==> src/rtl/mem_stack_unit_pkg.sv <==
// Shared encodings for the memory/stack stage: control-bundle field positions,
// address/data select codes, pop half codes and the return assembler states.
package mem_stack_unit_pkg;

    localparam int DATA_W_DEF = 16;
    localparam int ADDR_W_DEF = 11;
    localparam int PC_W_DEF   = 32;
    localparam int FLAG_W     = 3;

    // mem_ctl = {memRead, memWrite, memAddress[1:0], memData[2:0]}
    localparam int MC_READ    = 6;
    localparam int MC_WRITE   = 5;
    localparam int MC_ADDR_HI = 4;
    localparam int MC_ADDR_LO = 3;
    localparam int MC_DATA_HI = 2;
    localparam int MC_DATA_LO = 0;

    // wb_ctl = {sp_wr, flags_wb, wb_sel, pop_l_h[1:0], regwrite}
    localparam int WB_SP_WR    = 5;
    localparam int WB_FLAGS    = 4;
    localparam int WB_SEL      = 3;
    localparam int WB_POP_HI   = 2;
    localparam int WB_POP_LO   = 1;
    localparam int WB_REGWRITE = 0;

    localparam logic [1:0] ADDR_ALU   = 2'b00;
    localparam logic [1:0] ADDR_STORE = 2'b01;
    localparam logic [1:0] ADDR_POP   = 2'b10;
    localparam logic [1:0] ADDR_PUSH  = 2'b11;

    localparam logic [2:0] DATA_REG     = 3'b000;
    localparam logic [2:0] DATA_REG_ALT = 3'b001;
    localparam logic [2:0] DATA_FLAGS   = 3'b010;
    localparam logic [2:0] DATA_PC_LO   = 3'b011;
    localparam logic [2:0] DATA_PC_HI   = 3'b100;
    localparam logic [2:0] DATA_PC1_LO  = 3'b101;
    localparam logic [2:0] DATA_PC1_HI  = 3'b110;
    localparam logic [2:0] DATA_ZERO    = 3'b111;

    localparam logic [1:0] POP_NONE = 2'b00;
    localparam logic [1:0] POP_LOW  = 2'b10;
    localparam logic [1:0] POP_HIGH = 2'b11;

    typedef enum logic [0:0] {
        ASM_IDLE     = 1'b0,
        ASM_HAVE_LOW = 1'b1
    } asm_state_t;

endpackage

==> src/rtl/mem_stack_unit_ret_pc_assembler.sv <==
// Rebuilds a return PC from two popped words: low half first, then high half.
// Pulses are combinational in the response cycle so the PC is ready one cycle after the second pop.
module mem_stack_unit_ret_pc_assembler
    import mem_stack_unit_pkg::*;
#(
    parameter int DATA_W = DATA_W_DEF,
    parameter int PC_W   = PC_W_DEF
) (
    input  logic              clk,
    input  logic              rst,
    input  logic              stall,
    input  logic              pop_valid,
    input  logic [1:0]        pop_code,
    input  logic [DATA_W-1:0] rdata,
    output logic [PC_W-1:0]   ret_pc,
    output logic              ret_pc_valid,
    output logic              err
);

    asm_state_t        state;
    asm_state_t        next_state;
    logic [DATA_W-1:0] low_half;
    logic              fire_low;
    logic              fire_high;

    assign fire_low  = pop_valid & ~stall & (pop_code == POP_LOW);
    assign fire_high = pop_valid & ~stall & (pop_code == POP_HIGH);

    always_ff @(posedge clk) begin
        if (rst) begin
            state    <= ASM_IDLE;
            low_half <= '0;
        end else begin
            state <= next_state;
            if (fire_low) begin
                low_half <= rdata;
            end
        end
    end

    // A repeated low pop while waiting simply replaces the stored half.
    always_comb begin
        next_state = state;
        case (state)
            ASM_IDLE:     if (fire_low)  next_state = ASM_HAVE_LOW;
            ASM_HAVE_LOW: if (fire_high) next_state = ASM_IDLE;
            default:      next_state = ASM_IDLE;
        endcase
    end

    always_comb begin
        ret_pc       = PC_W'({rdata, low_half});
        ret_pc_valid = fire_high & (state == ASM_HAVE_LOW);
        err          = fire_high & (state == ASM_IDLE);
    end

endmodule

==> src/rtl/mem_stack_unit.sv <==
// Memory stage: owns SP, drives the data RAM for loads/stores/push/pop and
// turns RAM responses into writeback data, restored flags and return PCs.
module mem_stack_unit
    import mem_stack_unit_pkg::*;
#(
    parameter int                DATA_W   = DATA_W_DEF,
    parameter int                ADDR_W   = ADDR_W_DEF,
    parameter int                PC_W     = PC_W_DEF,
    parameter logic [ADDR_W-1:0] SP_RESET = {ADDR_W{1'b1}}
) (
    input  logic              clk,
    input  logic              rst,
    input  logic              stall,
    input  logic [6:0]        mem_ctl,
    input  logic [5:0]        wb_ctl,
    input  logic [DATA_W-1:0] alu_result,
    input  logic [DATA_W-1:0] reg_data,
    input  logic [FLAG_W-1:0] flags_in,
    input  logic [PC_W-1:0]   pc_cur,
    input  logic [PC_W-1:0]   pc_plus1,
    output logic [ADDR_W-1:0] mem_addr,
    output logic [DATA_W-1:0] mem_wdata,
    output logic              mem_we,
    output logic              mem_re,
    input  logic [DATA_W-1:0] mem_rdata,
    output logic [ADDR_W-1:0] sp,
    output logic [DATA_W-1:0] wb_data,
    output logic              wb_regwrite,
    output logic              ret_pc_valid,
    output logic [PC_W-1:0]   ret_pc,
    output logic              flags_valid,
    output logic [FLAG_W-1:0] flags_restore,
    output logic              proto_err
);

    logic              rd_req;
    logic              wr_req;
    logic              bad_req;
    logic [1:0]        addr_sel;
    logic [2:0]        data_sel;

    logic              resp_live;
    logic              resp_read;
    logic              resp_flags;
    logic              resp_sel;
    logic [1:0]        resp_pop;
    logic              resp_regwrite;
    logic [DATA_W-1:0] resp_alu;
    logic              asm_err;

    assign rd_req   = mem_ctl[MC_READ];
    assign wr_req   = mem_ctl[MC_WRITE];
    assign bad_req  = rd_req & wr_req;
    assign addr_sel = mem_ctl[MC_ADDR_HI:MC_ADDR_LO];
    assign data_sel = mem_ctl[MC_DATA_HI:MC_DATA_LO];

    assign mem_re = rd_req & ~wr_req & ~stall;
    assign mem_we = wr_req & ~rd_req & ~stall;

    always_comb begin
        mem_addr = alu_result[ADDR_W-1:0];
        case (addr_sel)
            ADDR_ALU:   mem_addr = alu_result[ADDR_W-1:0];
            ADDR_STORE: mem_addr = alu_result[ADDR_W-1:0];
            ADDR_POP:   mem_addr = sp + ADDR_W'(1);
            ADDR_PUSH:  mem_addr = sp;
            default:    mem_addr = alu_result[ADDR_W-1:0];
        endcase
    end

    always_comb begin
        mem_wdata = '0;
        case (data_sel)
            DATA_REG:     mem_wdata = reg_data;
            DATA_REG_ALT: mem_wdata = reg_data;
            DATA_FLAGS:   mem_wdata = DATA_W'(flags_in);
            DATA_PC_LO:   mem_wdata = pc_cur[DATA_W-1:0];
            DATA_PC_HI:   mem_wdata = pc_cur[PC_W-1:DATA_W];
            DATA_PC1_LO:  mem_wdata = pc_plus1[DATA_W-1:0];
            DATA_PC1_HI:  mem_wdata = pc_plus1[PC_W-1:DATA_W];
            DATA_ZERO:    mem_wdata = '0;
            default:      mem_wdata = '0;
        endcase
    end

    // SP wraps naturally in ADDR_W bits, so 0 <-> all-ones needs no special case.
    always_ff @(posedge clk) begin
        if (rst) begin
            sp <= SP_RESET;
        end else if (mem_we && addr_sel == ADDR_PUSH && wb_ctl[WB_SP_WR]) begin
            sp <= sp - ADDR_W'(1);
        end else if (mem_re && addr_sel == ADDR_POP) begin
            sp <= sp + ADDR_W'(1);
        end
    end

    // Request-to-response stage: holds through a stall so a pending read is consumed later.
    always_ff @(posedge clk) begin
        if (rst) begin
            resp_live     <= 1'b0;
            resp_read     <= 1'b0;
            resp_flags    <= 1'b0;
            resp_sel      <= 1'b0;
            resp_pop      <= POP_NONE;
            resp_regwrite <= 1'b0;
            resp_alu      <= '0;
        end else if (!stall) begin
            resp_live     <= ~bad_req;
            resp_read     <= rd_req & ~wr_req;
            resp_flags    <= wb_ctl[WB_FLAGS];
            resp_sel      <= wb_ctl[WB_SEL];
            resp_pop      <= wb_ctl[WB_POP_HI:WB_POP_LO];
            resp_regwrite <= wb_ctl[WB_REGWRITE];
            resp_alu      <= alu_result;
        end
    end

    always_ff @(posedge clk) begin
        if (rst) begin
            wb_data     <= '0;
            wb_regwrite <= 1'b0;
        end else if (!stall) begin
            wb_data     <= resp_sel ? mem_rdata : resp_alu;
            wb_regwrite <= resp_live & resp_regwrite & (resp_pop == POP_NONE) & ~resp_flags;
        end
    end

    assign flags_valid   = ~stall & resp_read & resp_flags;
    assign flags_restore = mem_rdata[FLAG_W-1:0];
    assign proto_err     = (bad_req & ~stall) | asm_err;

    mem_stack_unit_ret_pc_assembler #(
        .DATA_W (DATA_W),
        .PC_W   (PC_W)
    ) u_ret_pc_assembler (
        .clk          (clk),
        .rst          (rst),
        .stall        (stall),
        .pop_valid    (resp_read),
        .pop_code     (resp_pop),
        .rdata        (mem_rdata),
        .ret_pc       (ret_pc),
        .ret_pc_valid (ret_pc_valid),
        .err          (asm_err)
    );

endmodule

==> config.mk <==
export PLATFORM = sky130hd
export DESIGN_NAME = mem_stack_unit
export DESIGN_NICKNAME = d
export VERILOG_FILES = /design/src/rtl/mem_stack_unit_pkg.sv /design/src/rtl/mem_stack_unit_ret_pc_assembler.sv /design/src/rtl/mem_stack_unit.sv
export SDC_FILE = /design/constraint.sdc
export NUM_CORES = 1
export LEC_CHECK = 0
export BUFFER_PORTS_ARGS = -buffer_cell sky130_fd_sc_hd__buf_2
export CELL_PAD_IN_SITES_DETAIL_PLACEMENT = 1
export CELL_PAD_IN_SITES_GLOBAL_PLACEMENT = 1
export CORE_ASPECT_RATIO = 0.6
export CORE_UTILIZATION = 31
export CTS_BUF_LIST = sky130_fd_sc_hd__clkbuf_8
export CTS_CLUSTER_DIAMETER = 120
export DETAILED_ROUTE_END_ITERATION = 8
export PLACE_DENSITY = 0.88
export RECOVER_POWER = 50
export REMOVE_ABC_BUFFERS = 1
export SYNTH_ARGS = -nofsm -noshare
export SYNTH_HDL_FRONTEND = slang
export SYNTH_SLANG_ARGS = --single-unit
==> constraint.sdc <==
create_clock -name clk -period 2.75 [get_ports clk]
set_clock_uncertainty 0.2 [all_clocks]
set_input_delay 0.6875 -clock clk [delete_from_list [all_inputs] [get_ports clk]]
set_output_delay 0.6875 -clock clk [all_outputs]
set_load 0.02 [all_outputs]
==> metrics.md, run 1 <==
| Metric | Value |
|---|---|
| Data required time at the worst endpoint | `1.86 ns` |
| Power consumption | `0.00284 W` |
| Sinks on Clock Net | `68` |
| Maximum resistive drop on vdd | `0.211 mV` |
| Critical Path Fanout Max | `3` |
| Clock transition time at the flip-flop clock pins of the worst setup and hold paths | `0.08 ns` |
| Top achievable clock speed | `367 MHz` |
| Per-cell routed wire length | `17.9 um` |
| Destination of the worst register-to-register timing path | `wb_data[3]$_SDFFE_PP0N_` |
| Reg2reg path depth | `5` |
| Critical Path AT | `1.84 ns` |
| Worst Slack Setup Final | `0.0271 ns` |
| Number of iterations in the first detailed-routing pass | `5` |
| Complex-gate fraction of the synthesized area | `0.162` |
| Final-stage net count | `894` |
| Post-route DRC | `0` |
| Crit end category | `primary output` |
| CP max-delay cell | `sky130_fd_sc_hd__nand4b_1` |
| Number of warnings printed during yosys synthesis | `0` |
| Critical path startpoint category | `primary input` |
| Class of the most critical setup path | `primary input to primary output` |
| Cell family with most CP delay | `buffers and inverters` |
| Overall Global Routing Usage | `0.246` |
| Post-route cell area | `5770 um^2` |
| Crit Reg-Reg Startpoint | `resp_sel$_SDFFE_PP0N_` |
| Via-to-Cell Ratio | `5.02` |
| Max-cap violations | `0` |
| Rows | `31` |
| Via count of the first global-routing pass | `4862` |
| Final WL | `16.7 mm` |
| Pwr per Cell Area | `493 nW/um^2` |
| RSZ-0062 raised after global routing | `yes` |
| Final number of setup-violating endpoints | `0` |
| Overall via count from detail_route | `4670` |
| Cell occurring most often along the worst timing path | `sky130_fd_sc_hd__buf_4` |
| CP max stage delay | `0.21 ns` |
| Number of H-tree levels | `3` |
| Async set-or-reset flop fraction in the synthesized netlist | `0` |
| Worst path cell trace | `buf_2 -> nand4b_1 -> buf_4 -> buf_6 -> nor2_4 -> xnor2_2 -> a21oi_2 -> buf_4` |
| Fin Setup TNS | `0 ns` |
| Largest family of logic cells by synthesized area | `simple AND/OR/NAND/NOR gates` |
| Placer's final routability congestion estimate | `0.915` |
| Width of the chip | `150 um` |
| Number of DRC markers in iteration 0 | `247` |
| Crit share post-route | `0.990` |
| CTS tree | `done` |
| I/O pin total | `226` |
| Number of flops mapped to enable cells by yosys | `0` |
| Number of clock buffers inserted by TritonCTS | `9` |
| Total stage count of the critical path | `8` |
| Xor/xnor share of the synthesized area | `0.0215` |
| Ratio of cells with drive above 1 in the final layout | `0.345` |
| Placeable core region | `12400 um^2` |
| Number of register bits inferred by synthesis | `68` |
| Count of cell types in the netlist | `49` |
| Placed inst area | `5390 um^2` |
| Simple-gate portion of the synthesized area | `0.244` |
| Remaining number of nets flagged by the antenna check after routing | `0` |
| Share of synthesized cell area in full adder, half adder and majority cells | `0.00615` |
| Dominant synthesized flop cell | `sky130_fd_sc_hd__dfxtp_1` |
| Actual transition at the worst max-transition pin | `1.43 ns` |
| Initial core utilization | `0.328` |
| Die span in y | `90.7 um` |
| Mapped Cells | `540` |
| Class of the tightest hold or removal check | `flip-flop to flip-flop` |
| Clock period minus worst slack | `2.72 ns` |
| Pin count of the biggest net entering global routing | `43` |
| Max_slew headroom | `0.0461` |
| Result of the run | `completed` |
| Number of hold violations in the final report | `0` |
| Worst setup path startpoint | `mem_ctl[3]` |
| Worst setup endpoint | `mem_addr[7]` |
| Mux cell area share after synthesis | `0.145` |
| Cell area after synthesis | `4070 um^2` |
| Critical path buffers and inverters | `4` |
| Proportion of synthesized chip area in sequential cells | `0.335` |
| Clock Latency Late Sink | `0.36 ns` |
| Total congestion overflow | `0` |
| Final Slew Violations | `0` |
| Leakage | `2.64 nW` |
| Post-place setup slack | `0.0327 ns` |
| Global-route wire length before repair | `26.1 mm` |
| Clock Tree Root | `sky130_fd_sc_hd__clkbuf_8` |
| Final worst hold slack | `0.261 ns` |
| Die outline area | `13600 um^2` |
| Post-Syn Area per Cell | `7.53 um^2` |
| Initial antenna violation count | `0` |
| I/O Buffers | `225` |
| Antenna diode count | `0` |
| Final HPWL from detailed placement | `12.2 mm` |
| Register-to-Register Setup Slack | `0.39 ns` |
| Number of buffers on the longest clock path | `2` |
| Post-synthesis to final-layout area growth | `41.8%` |
sequential cells by signal, summed over array words and instances, names as in the netlist:
name,cells
resp_alu,16
u_ret_pc_assembler.low_half,16
wb_data,16
sp,11
resp_pop,2
resp_flags,1
resp_live,1
resp_read,1
resp_regwrite,1
resp_sel,1
u_ret_pc_assembler.state,1
wb_regwrite,1
cells by family after synthesis:
| group | count (synthesis) |
|---|---|
| simple gates | 215 |
| compound gates | 119 |
| flops | 68 |
| buf+inv | 67 |
| mux | 59 |
| xor+xnor | 10 |
| fa+ha+maj | 2 |
where the power goes:
| group | internal [W] | total, W | switching (W) |
|---|---|---|---|
| Clock | 0.000692 | 0.00111 | 0.000422 |
| Sequential | 0.00102 | 0.00104 | 0.0000243 |
| Combinational | 0.000290 | 0.000688 | 0.000398 |
placed cells by master, fill, tap and decap left out, types with 3 or more instances in the layout:
cell,instances
sky130_fd_sc_hd__and3_1,4
sky130_fd_sc_hd__dfxtp_1,62
sky130_fd_sc_hd__dfxtp_4,3
sky130_fd_sc_hd__nand2_1,47
sky130_fd_sc_hd__buf_6,4
sky130_fd_sc_hd__clkbuf_8,9
sky130_fd_sc_hd__nor4_1,5
sky130_fd_sc_hd__mux2i_1,58
sky130_fd_sc_hd__nor3_1,14
sky130_fd_sc_hd__nor2_1,104
sky130_fd_sc_hd__a21oi_1,83
sky130_fd_sc_hd__clkbuf_1,46
sky130_fd_sc_hd__a22oi_1,14
sky130_fd_sc_hd__nand2b_1,4
sky130_fd_sc_hd__o21ai_0,5
sky130_fd_sc_hd__nor2b_1,10
sky130_fd_sc_hd__xnor2_1,8
sky130_fd_sc_hd__buf_4,42
sky130_fd_sc_hd__buf_2,176
sky130_fd_sc_hd__inv_1,5
sky130_fd_sc_hd__o21ai_1,3
sky130_fd_sc_hd__bufinv_16,4
sky130_fd_sc_hd__dfxtp_2,3
sky130_fd_sc_hd__nor3_2,3
what timing repair did:
item | CTS | global route
pin swaps | 2 | 9
resized for setup | 7 | 28
buffers inserted | 2 | 5
endpoints found under the setup margin | 6 | 7
hold buffers | 0 | 0
layer usage:
layer | part of all wire | global-route usage
met3 | 0.040 | 0.0439
met4 | 0.022 | 0.0724
met5 | 0 | 0
met2 | 0.47 | 0.401
met1 | 0.47 | 0.328
final cells by class:
type                    count  area [um^2]
clock buffers               9          124
clock inverters             6          138
fillers                  1635         6650
inverters                   7         26.3
multi-input cells         405         2440
flip-flops and latches     68         1380
well taps                 165          206
repair buffers            270         1450
cell usage after synthesis, types with 2 or more instances:
cell | number | area share
sky130_fd_sc_hd__and3_1 | 4 | 0.0062
sky130_fd_sc_hd__nand3_1 | 4 | 0.0049
sky130_fd_sc_hd__or3_1 | 2 | 0.0031
sky130_fd_sc_hd__o21a_1 | 2 | 0.0037
sky130_fd_sc_hd__nand2_1 | 47 | 0.043
sky130_fd_sc_hd__dfxtp_1 | 68 | 0.33
sky130_fd_sc_hd__ha_1 | 2 | 0.0062
sky130_fd_sc_hd__buf_4 | 21 | 0.039
sky130_fd_sc_hd__nor2_1 | 105 | 0.097
sky130_fd_sc_hd__clkbuf_1 | 21 | 0.019
sky130_fd_sc_hd__mux2i_1 | 58 | 0.14
sky130_fd_sc_hd__o22ai_1 | 2 | 0.0031
sky130_fd_sc_hd__o21ai_1 | 3 | 0.0037
sky130_fd_sc_hd__buf_1 | 7 | 0.0065
sky130_fd_sc_hd__nor4_1 | 6 | 0.0092
sky130_fd_sc_hd__o21ai_0 | 5 | 0.0062
sky130_fd_sc_hd__a31oi_1 | 2 | 0.0031
sky130_fd_sc_hd__or3b_1 | 2 | 0.0043
sky130_fd_sc_hd__a21oi_1 | 85 | 0.10
sky130_fd_sc_hd__nor2b_1 | 10 | 0.015
sky130_fd_sc_hd__nand4_1 | 2 | 0.0031
sky130_fd_sc_hd__buf_2 | 10 | 0.012
sky130_fd_sc_hd__nor3_1 | 17 | 0.021
sky130_fd_sc_hd__inv_1 | 5 | 0.0046
sky130_fd_sc_hd__xnor2_1 | 9 | 0.019
sky130_fd_sc_hd__a22oi_1 | 14 | 0.026
sky130_fd_sc_hd__nand2b_1 | 4 | 0.0062
sky130_fd_sc_hd__nor3_2 | 2 | 0.0049
worst register-to-register path, cell delays in order (launching register included):
cell and delay (ns):
sky130_fd_sc_hd__dfxtp_1 0.32, sky130_fd_sc_hd__clkbuf_1 1.04, sky130_fd_sc_hd__mux2i_1 0.37, sky130_fd_sc_hd__nor2_1 0.10, sky130_fd_sc_hd__a21oi_1 0.16, sky130_fd_sc_hd__nor2_1 0.06
stage by stage:
step / util / cells
after CTS: 0.458 / 925
after floorplan: - / 480
final: 0.465 / 930
after global placement: 0.434 / 908
after detailed placement: 0.434 / 908
after global routing: 0.465 / 930
worst min-delay path by stage:
| stage | start | endpoint | cells after the start |
|---|---|---|---|
| after floorplan | resp_live$_SDFFE_PP0N_ | resp_live$_SDFFE_PP0N_ | 2 |
| after global placement | u_ret_pc_assembler.low_half[11]$_SDFFE_PP0P_ | u_ret_pc_assembler.low_half[11]$_SDFFE_PP0P_ | 2 |
| after detailed placement | u_ret_pc_assembler.low_half[13]$_SDFFE_PP0P_ | u_ret_pc_assembler.low_half[13]$_SDFFE_PP0P_ | 2 |
| after CTS | u_ret_pc_assembler.low_half[13]$_SDFFE_PP0P_ | u_ret_pc_assembler.low_half[13]$_SDFFE_PP0P_ | 2 |
| after global routing | u_ret_pc_assembler.low_half[1]$_SDFFE_PP0P_ | u_ret_pc_assembler.low_half[1]$_SDFFE_PP0P_ | 2 |
| final | u_ret_pc_assembler.low_half[15]$_SDFFE_PP0P_ | u_ret_pc_assembler.low_half[15]$_SDFFE_PP0P_ | 2 |
No activity file was read; power rests on OpenSTA's default activity.
==> run 2: changes to the inputs <==
- clock period: 2.75 -> 2.9 ns (I/O delays scaled with it)
==> run 2 against run 1 <==
Against the previous run: register-to-register slack better by 0.24 ns; wire length is 6.7% lower; via count is 1.9% lower; largest cell class unchanged; hold slack hardly changed.
==> metrics.md, run 2 (same netlist as run 1, synthesis figures left out) <==
| Metric | Value |
|---|---|
| Critical Path AT | `1.95 ns (+0.11 ns)` |
| Post-route DRC | `0 (unchanged)` |
| Die outline area | `13600 um^2 (unchanged)` |
| Remaining number of nets flagged by the antenna check after routing | `0 (unchanged)` |
| Final-stage net count | `880 (-1.6%)` |
| Antenna diode count | `0 (unchanged)` |
| Total congestion overflow | `0 (unchanged)` |
| Clock Latency Late Sink | `0.35 ns (about the same)` |
| Class of the most critical setup path | `flip-flop to primary output` |
| Fin cells | `916 (-1.5%)` |
| Overall Global Routing Usage | `0.231 (-0.0154)` |
| I/O pin total | `226 (unchanged)` |
| Final HPWL from detailed placement | `12.2 mm (-0.15%)` |
| Global-route wire length before repair | `24.8 mm (-4.7%)` |
| Crit share post-route | `0.991` |
| Maximum resistive drop on vdd | `0.217 mV (+2.6%)` |
| Pwr per Cell Area | `448 nW/um^2 (-9.2%)` |
| Number of DRC markers in iteration 0 | `219 (-11%)` |
| Overall via count from detail_route | `4579 (-1.9%)` |
| Number of buffers on the longest clock path | `2 (unchanged)` |
| Sw frac | `0.311 (+0.0139)` |
| Placer's final routability congestion estimate | `0.903 (-1.3%)` |
| Initial antenna violation count | `0 (unchanged)` |
| Critical path startpoint category | `flip-flop` |
| Number of clock buffers inserted by TritonCTS | `9 (unchanged)` |
| Via-to-Cell Ratio | `5.00 (-0.45%)` |
| Internal power | `0.00169 W (-15%)` |
| Final WL | `15.5 mm (-6.7%)` |
| Share of total power in sequential cells | `0.403 (+0.036)` |
| Cell count after placement | `900 (-0.88%)` |
| Clock power frac | `0.351 (-0.041)` |
| Registers with the most flip-flops | `resp_alu: 16 flops, u_ret_pc_assembler.low_half: 16 flops, wb_data: 16 flops` |
| Final Slew Violations | `0 (unchanged)` |
| Width of the chip | `150 um (unchanged)` |
| CTS tree | `done` |
| Number of H-tree levels | `3 (unchanged)` |
| Post-route cell area | `5490 um^2 (-4.9%)` |
| Top achievable clock speed | `348 MHz` |
| Class of the tightest hold or removal check | `flip-flop to flip-flop` |
| Leakage | `2.51 nW (-5.0%)` |
| Via count of the first global-routing pass | `4826 (-0.74%)` |
| Max_slew headroom | `0.0938 (+0.0477)` |
| Placeable core region | `12400 um^2 (unchanged)` |
| Hold buffer count at CTS | `0 (unchanged)` |
| Data required time at the worst endpoint | `1.98 ns (+0.12 ns)` |
| Number of hold violations in the final report | `0 (unchanged)` |
| Actual transition at the worst max-transition pin | `1.36 ns (-0.0715 ns)` |
| Top library cells by usage in the layout, fill and taps aside | `sky130_fd_sc_hd__buf_2 (183), sky130_fd_sc_hd__nor2_1 (105), sky130_fd_sc_hd__a21oi_1 (85)` |
| Result of the run | `completed` |
| Rows | `31 (unchanged)` |
| Initial core utilization | `0.328 (unchanged)` |
| Register-to-Register Setup Slack | `0.63 ns (+0.24 ns)` |
| Final number of setup-violating endpoints | `0 (unchanged)` |
| Post-synthesis to final-layout area growth | `34.9%` |
| Most common cell after layout, fill and taps aside | `sky130_fd_sc_hd__buf_2` |
| Clock transition time at the flip-flop clock pins of the worst setup and hold paths | `0.07 ns (about the same)` |
| Per-cell routed wire length | `17.0 um (-5.3%)` |
| Max-cap violations | `0 (unchanged)` |
| Pin count of the biggest net entering global routing | `49 (+14%)` |
| Number of iterations in the first detailed-routing pass | `4 (-1)` |
| RSZ-0062 raised after global routing | `yes` |
| Clock Tree Root | `sky130_fd_sc_hd__clkbuf_8` |
| Clock period minus worst slack | `2.87 ns` |
| Die span in y | `90.7 um (unchanged)` |
| Crit end category | `primary output` |
| Switching component of the power | `0.000763 W (-9.6%)` |
| Fraction of power consumed by combinational cells | `0.246 (+0.004)` |
| Ratio of cells with drive above 1 in the final layout | `0.320 (-0.0255)` |
| Final worst hold slack | `0.260 ns (-0.000355 ns)` |
| Placed inst area | `5300 um^2 (-1.6%)` |
| Critical Path Fanout Max | `5 (+2)` |
| Sinks on Clock Net | `68 (unchanged)` |
| I/O Buffers | `225 (unchanged)` |
run 2: cell type report:
type | count | area (um^2)
Timing Repair Buffer | 256 | 1300
Tap cell | 165 | 206
Inverter | 7 | 26.3
Sequential cell | 68 | 1360
Fill cell | 1637 | 6930
Multi-Input combinational cell | 405 | 2380
Clock buffer | 9 | 124
Clock inverter | 6 | 90.1
run 2: final timing paths:
path / start / endpoint / cells after the start
setup / recovery: sp[0]$_SDFFE_PP1P_ / mem_addr[6] / 6
hold / removal: u_ret_pc_assembler.low_half[4]$_SDFFE_PP0P_ / u_ret_pc_assembler.low_half[4]$_SDFFE_PP0P_ / 2
setup reg to reg: resp_sel$_SDFFE_PP0N_ / wb_data[12]$_SDFFE_PP0N_ / 5
hold reg to reg: u_ret_pc_assembler.low_half[4]$_SDFFE_PP0P_ / u_ret_pc_assembler.low_half[4]$_SDFFE_PP0P_ / 2
run 2: timing repair:
action,CTS,global route
setup endpoints to repair,2,7
pin swaps,1,1
setup buffers,1,0
resized for setup,2,5
run 2: per-stage QoR:
stage               total power, W  TNS [ns]  setup WS (ns)  utilization
floorplan                  0.00128         0          0.133            -
global placement           0.00159         0          0.116        0.427
detailed placement         0.00161         0         0.0888        0.427
CTS                        0.00248         0        0.00642        0.446
global route               0.00257    -0.101        -0.0532        0.442
finish                     0.00246         0         0.0255        0.442
run 2: metal layers:
metal	share of wire	vias to the layer above	track usage
met5	0	-	0
met4	0.010	0	0.0530
met3	0.043	14	0.0460
met2	0.49	99	0.383
met1	0.46	2206	0.305
li1	-	2260	-
run 2: critical path, stage by stage (launching register included):
cell	delay, ns
sky130_fd_sc_hd__dfxtp_1	0.35
sky130_fd_sc_hd__ha_2	0.26
sky130_fd_sc_hd__nand3_1	0.23
sky130_fd_sc_hd__nor3_1	0.29
sky130_fd_sc_hd__xnor2_1	0.10
sky130_fd_sc_hd__a21oi_1	0.18
sky130_fd_sc_hd__buf_2	0.19
run 2: power by group through the flow:
stage	Combinational (W)	Clock [W]	Sequential [W]
2_1_floorplan	0.000249	0	0.00103
3_3_place_gp	0.000578	0	0.00101
3_5_place_dp	0.000594	0	0.00101
4_1_cts	0.000605	0.000885	0.000990
5_1_grt	0.000656	0.000918	0.000995
6_report	0.000603	0.000863	0.000991
==> run 3: changes to the inputs <==
- ABC_AREA: default -> 1
- CORE_UTILIZATION: 31 -> 30
==> run 3 against run 2 <==
Against the previous run: global-route usage is 0.63 points higher; power is 6.6% higher; synthesized cell count is 22% higher; maximum frequency is 3.4% higher; non-clock buffer count is 12 lower; critical path depth is 1 higher; final area is 1.8% higher; hold slack worse by 0.0058 ns; highest routed layer unchanged.
==> metrics.md, run 3 <==
| Metric | Value |
|---|---|
| Result of the run | `completed` |
| Top library cells by usage in the layout, fill and taps aside | `sky130_fd_sc_hd__buf_2 (184), sky130_fd_sc_hd__nand2_1 (131), sky130_fd_sc_hd__o21ai_0 (89)` |
| Final-stage net count | `994 (+13%)` |
| Post-Syn Area per Cell | `6.34 um^2 (-16%)` |
| Fraction of post-synthesis cell area in the top cell type by area | `0.325 (-0.00921)` |
| Overall Global Routing Usage | `0.237 (+0.00629)` |
| Critical Path Fanout Max | `7 (+2)` |
| Clock period minus worst slack | `2.78 ns (-0.0933 ns)` |
| Mapped Cells | `660 (+22%)` |
| Initial core utilization | `0.317 (-0.0111)` |
| Class of the tightest hold or removal check | `flip-flop to flip-flop` |
| Placer's final routability congestion estimate | `0.956 (+5.9%)` |
| Number of buffers on the longest clock path | `2 (unchanged)` |
| Xor/xnor share of the synthesized area | `0.0105 (-0.0111)` |
| Via-to-Cell Ratio | `4.90 (-2.0%)` |
| Post-route DRC | `0 (unchanged)` |
| Leakage | `2.88 nW (+15%)` |
| Maximum resistive drop on vdd | `0.287 mV (+33%)` |
| Die outline area | `14400 um^2 (+6.1%)` |
| Max_slew headroom | `0.315 (+0.221)` |
| Hold buffer count at CTS | `0 (unchanged)` |
| Die span in y | `93.5 um (+3.0%)` |
| Complex-gate fraction of the synthesized area | `0.203 (+0.0413)` |
| Remaining number of nets flagged by the antenna check after routing | `0 (unchanged)` |
| Actual transition at the worst max-transition pin | `1.03 ns (-0.332 ns)` |
| Antenna diode count | `0 (unchanged)` |
| Number of H-tree levels | `3 (unchanged)` |
| Total congestion overflow | `0 (unchanged)` |
| Crit share post-route | `0.959 (-0.0322)` |
| Final WL | `17.3 mm (+11%)` |
| CTS tree | `done` |
| RSZ-0062 raised after global routing | `no` |
| Largest family of logic cells by synthesized area | `simple AND/OR/NAND/NOR gates` |
| Initial antenna violation count | `0 (unchanged)` |
| Dominant synthesized flop cell | `sky130_fd_sc_hd__dfxtp_1` |
| Worst Slack Setup Final | `0.119 ns (+0.0933 ns)` |
| Top cells by area in the synthesized netlist | `sky130_fd_sc_hd__dfxtp_1 (33%), sky130_fd_sc_hd__nand2_1 (12%), sky130_fd_sc_hd__o21ai_0 (11%)` |
| Cell count after placement | `1018 (+13%)` |
| Share of synthesized cell area in full adder, half adder and majority cells | `0.00598 (-0.000169)` |
| Number of register bits inferred by synthesis | `68 (unchanged)` |
| Registers with the most flip-flops | `resp_alu: 16 flops, u_ret_pc_assembler.low_half: 16 flops, wb_data: 16 flops` |
| Async set-or-reset flop fraction in the synthesized netlist | `0 (unchanged)` |
| Global-route wire length before repair | `26.7 mm (+7.6%)` |
| Number of hold violations in the final report | `0 (unchanged)` |
| Number of clock buffers inserted by TritonCTS | `9 (unchanged)` |
| Crit end category | `primary output` |
| Number of DRC markers in iteration 0 | `226 (+3.2%)` |
| Post-place setup slack | `-0.00633 ns (-0.0951 ns)` |
| Pin count of the biggest net entering global routing | `48 (-2.0%)` |
| Class of the most critical setup path | `flip-flop to primary output` |
| Clock transition time at the flip-flop clock pins of the worst setup and hold paths | `0.08 ns (about the same)` |
| Simple-gate portion of the synthesized area | `0.295 (+0.0510)` |
| Ratio of cells with drive above 1 in the final layout | `0.285 (-0.0344)` |
| Most repeated cell in the gate-level netlist after synthesis | `sky130_fd_sc_hd__nand2_1` |
| Critical path startpoint category | `flip-flop` |
| Fin cells | `1036 (+13%)` |
| Final Slew Violations | `0 (unchanged)` |
| Cell area after synthesis | `4180 um^2 (+2.8%)` |
| Placeable core region | `13200 um^2 (+6.5%)` |
| Rows | `32 (+3.2%)` |
| Number of warnings printed during yosys synthesis | `0 (unchanged)` |
| Count of cell types in the netlist | `34 (-31%)` |
| Number of iterations in the first detailed-routing pass | `4 (unchanged)` |
| Proportion of synthesized chip area in sequential cells | `0.325 (-0.00921)` |
| Width of the chip | `154 um (+3.0%)` |
| Max-cap violations | `0 (unchanged)` |
| Most common cell after layout, fill and taps aside | `sky130_fd_sc_hd__buf_2` |
| Power consumption | `0.00262 W (+6.6%)` |
| Largest area contributor in the synthesized netlist | `sky130_fd_sc_hd__dfxtp_1` |
| Commonest cells post-synth | `sky130_fd_sc_hd__nand2_1 (130), sky130_fd_sc_hd__nor2_1 (90), sky130_fd_sc_hd__o21ai_0 (89)` |
| Top achievable clock speed | `360 MHz (+3.4%)` |
| Critical Path AT | `1.86 ns (-0.09 ns)` |
| Clock Latency Late Sink | `0.36 ns (about the same)` |
| I/O Buffers | `225 (unchanged)` |
| Per-cell routed wire length | `16.7 um (-1.6%)` |
| Via count of the first global-routing pass | `5024 (+4.1%)` |
| Final number of setup-violating endpoints | `0 (unchanged)` |
| Final HPWL from detailed placement | `13.5 mm (+11%)` |
| Clock Tree Root | `sky130_fd_sc_hd__clkbuf_8` |
| Number of flops mapped to enable cells by yosys | `0 (unchanged)` |
| Data required time at the worst endpoint | `1.98 ns (about the same)` |
| Pwr per Cell Area | `469 nW/um^2 (+4.8%)` |
| Post-synthesis to final-layout area growth | `33.4%` |
| I/O pin total | `226 (unchanged)` |
| Sinks on Clock Net | `68 (unchanged)` |
| Overall via count from detail_route | `5074 (+11%)` |
| Mux cell area share after synthesis | `0 (-0.145)` |
[run 3: changes by cell type after synthesis, moves of 15 or more]
cell,previous run,this run
sky130_fd_sc_hd__o21ai_0,5,89
sky130_fd_sc_hd__nand2_1,47,130
sky130_fd_sc_hd__inv_1,5,83
sky130_fd_sc_hd__mux2i_1,58,0
sky130_fd_sc_hd__a21oi_1,85,40
sky130_fd_sc_hd__nand3_1,4,49
sky130_fd_sc_hd__nor2_1,105,90
sky130_fd_sc_hd__nor3_1,17,2
[run 3: worst paths after layout]
| path | endpoint | slack, ns | cells past startpoint | startpoint |
|---|---|---|---|---|
| max | mem_addr[8] | 0.12 | 7 | sp[7]$_SDFFE_PP1P_ |
| min | resp_alu[13]$_SDFFE_PP0N_ | 0.25 | 2 | resp_alu[13]$_SDFFE_PP0N_ |
| min reg2reg | resp_alu[13]$_SDFFE_PP0N_ | 0.25 | 2 | resp_alu[13]$_SDFFE_PP0N_ |
| max reg2reg | sp[8]$_SDFFE_PP1P_ | 0.80 | 8 | sp[0]$_SDFFE_PP1P_ |
[run 3: critical path: stages (launching register included)]
cell and delay [ns]:
sky130_fd_sc_hd__dfxtp_1 0.49, sky130_fd_sc_hd__nand2_1 0.09, sky130_fd_sc_hd__nor2_1 0.28, sky130_fd_sc_hd__nand3_1 0.14
sky130_fd_sc_hd__nand2_1 0.09, sky130_fd_sc_hd__nand2_1 0.05, sky130_fd_sc_hd__o211ai_1 0.13, sky130_fd_sc_hd__buf_2 0.22
[run 3: cells by family (layout without fill, tap and decap cells)]
family,count (synthesis),in the layout
AOI/OAI and AO/OA,154,154
adders and majority gates,2,2
and+or+nand+nor,289,289
DFF,68,68
xor gates and xnor gates,5,5
buffers and inverters,142,348
[run 3: final cells by class]
cell class,count,area [um^2]
Clock buffer,10,138
Clock inverter,6,111
Fill cell,1841,7630
Inverter,88,339
Multi-Input combinational cell,450,2170
Sequential cell,68,1370
Tap cell,170,213
Timing Repair Buffer,244,1240
[run 3: through the flow]
stage | TNS (ns) | hold WS, ns | utilization | area (um^2)
after floorplan | 0 | 0.231 | - | 3850
after global placement | 0 | 0.236 | 0.404 | 5340
after detailed placement | -0.00633 | 0.244 | 0.404 | 5340
after CTS | 0 | 0.257 | 0.424 | 5600
after global routing | 0 | 0.285 | 0.422 | 5580
final | 0 | 0.255 | 0.422 | 5580
[run 3: what timing repair did]
item                                    CTS  global route
endpoints found under the setup margin    5            11
gates resized for setup                   3            12
pin swaps                                 0             0
setup buffers                             0             2
[run 3: power by group]
part           total [W]  leakage [nW]  internal [W]  switching [W]
Combinational   0.000612          2.20      0.000220       0.000392
Clock            0.00100         0.122      0.000595       0.000405
Sequential       0.00101         0.556      0.000978      0.0000298
Total            0.00262          2.88       0.00179       0.000826
[run 3: routing by layer]
metal | global-route usage | wire length [um] | share of wire
met5 | 0 | 0 | 0
met4 | 0.0470 | 62 | 0.0036
met3 | 0.0477 | 1040 | 0.060
met2 | 0.373 | 7960 | 0.46
met1 | 0.334 | 8250 | 0.48
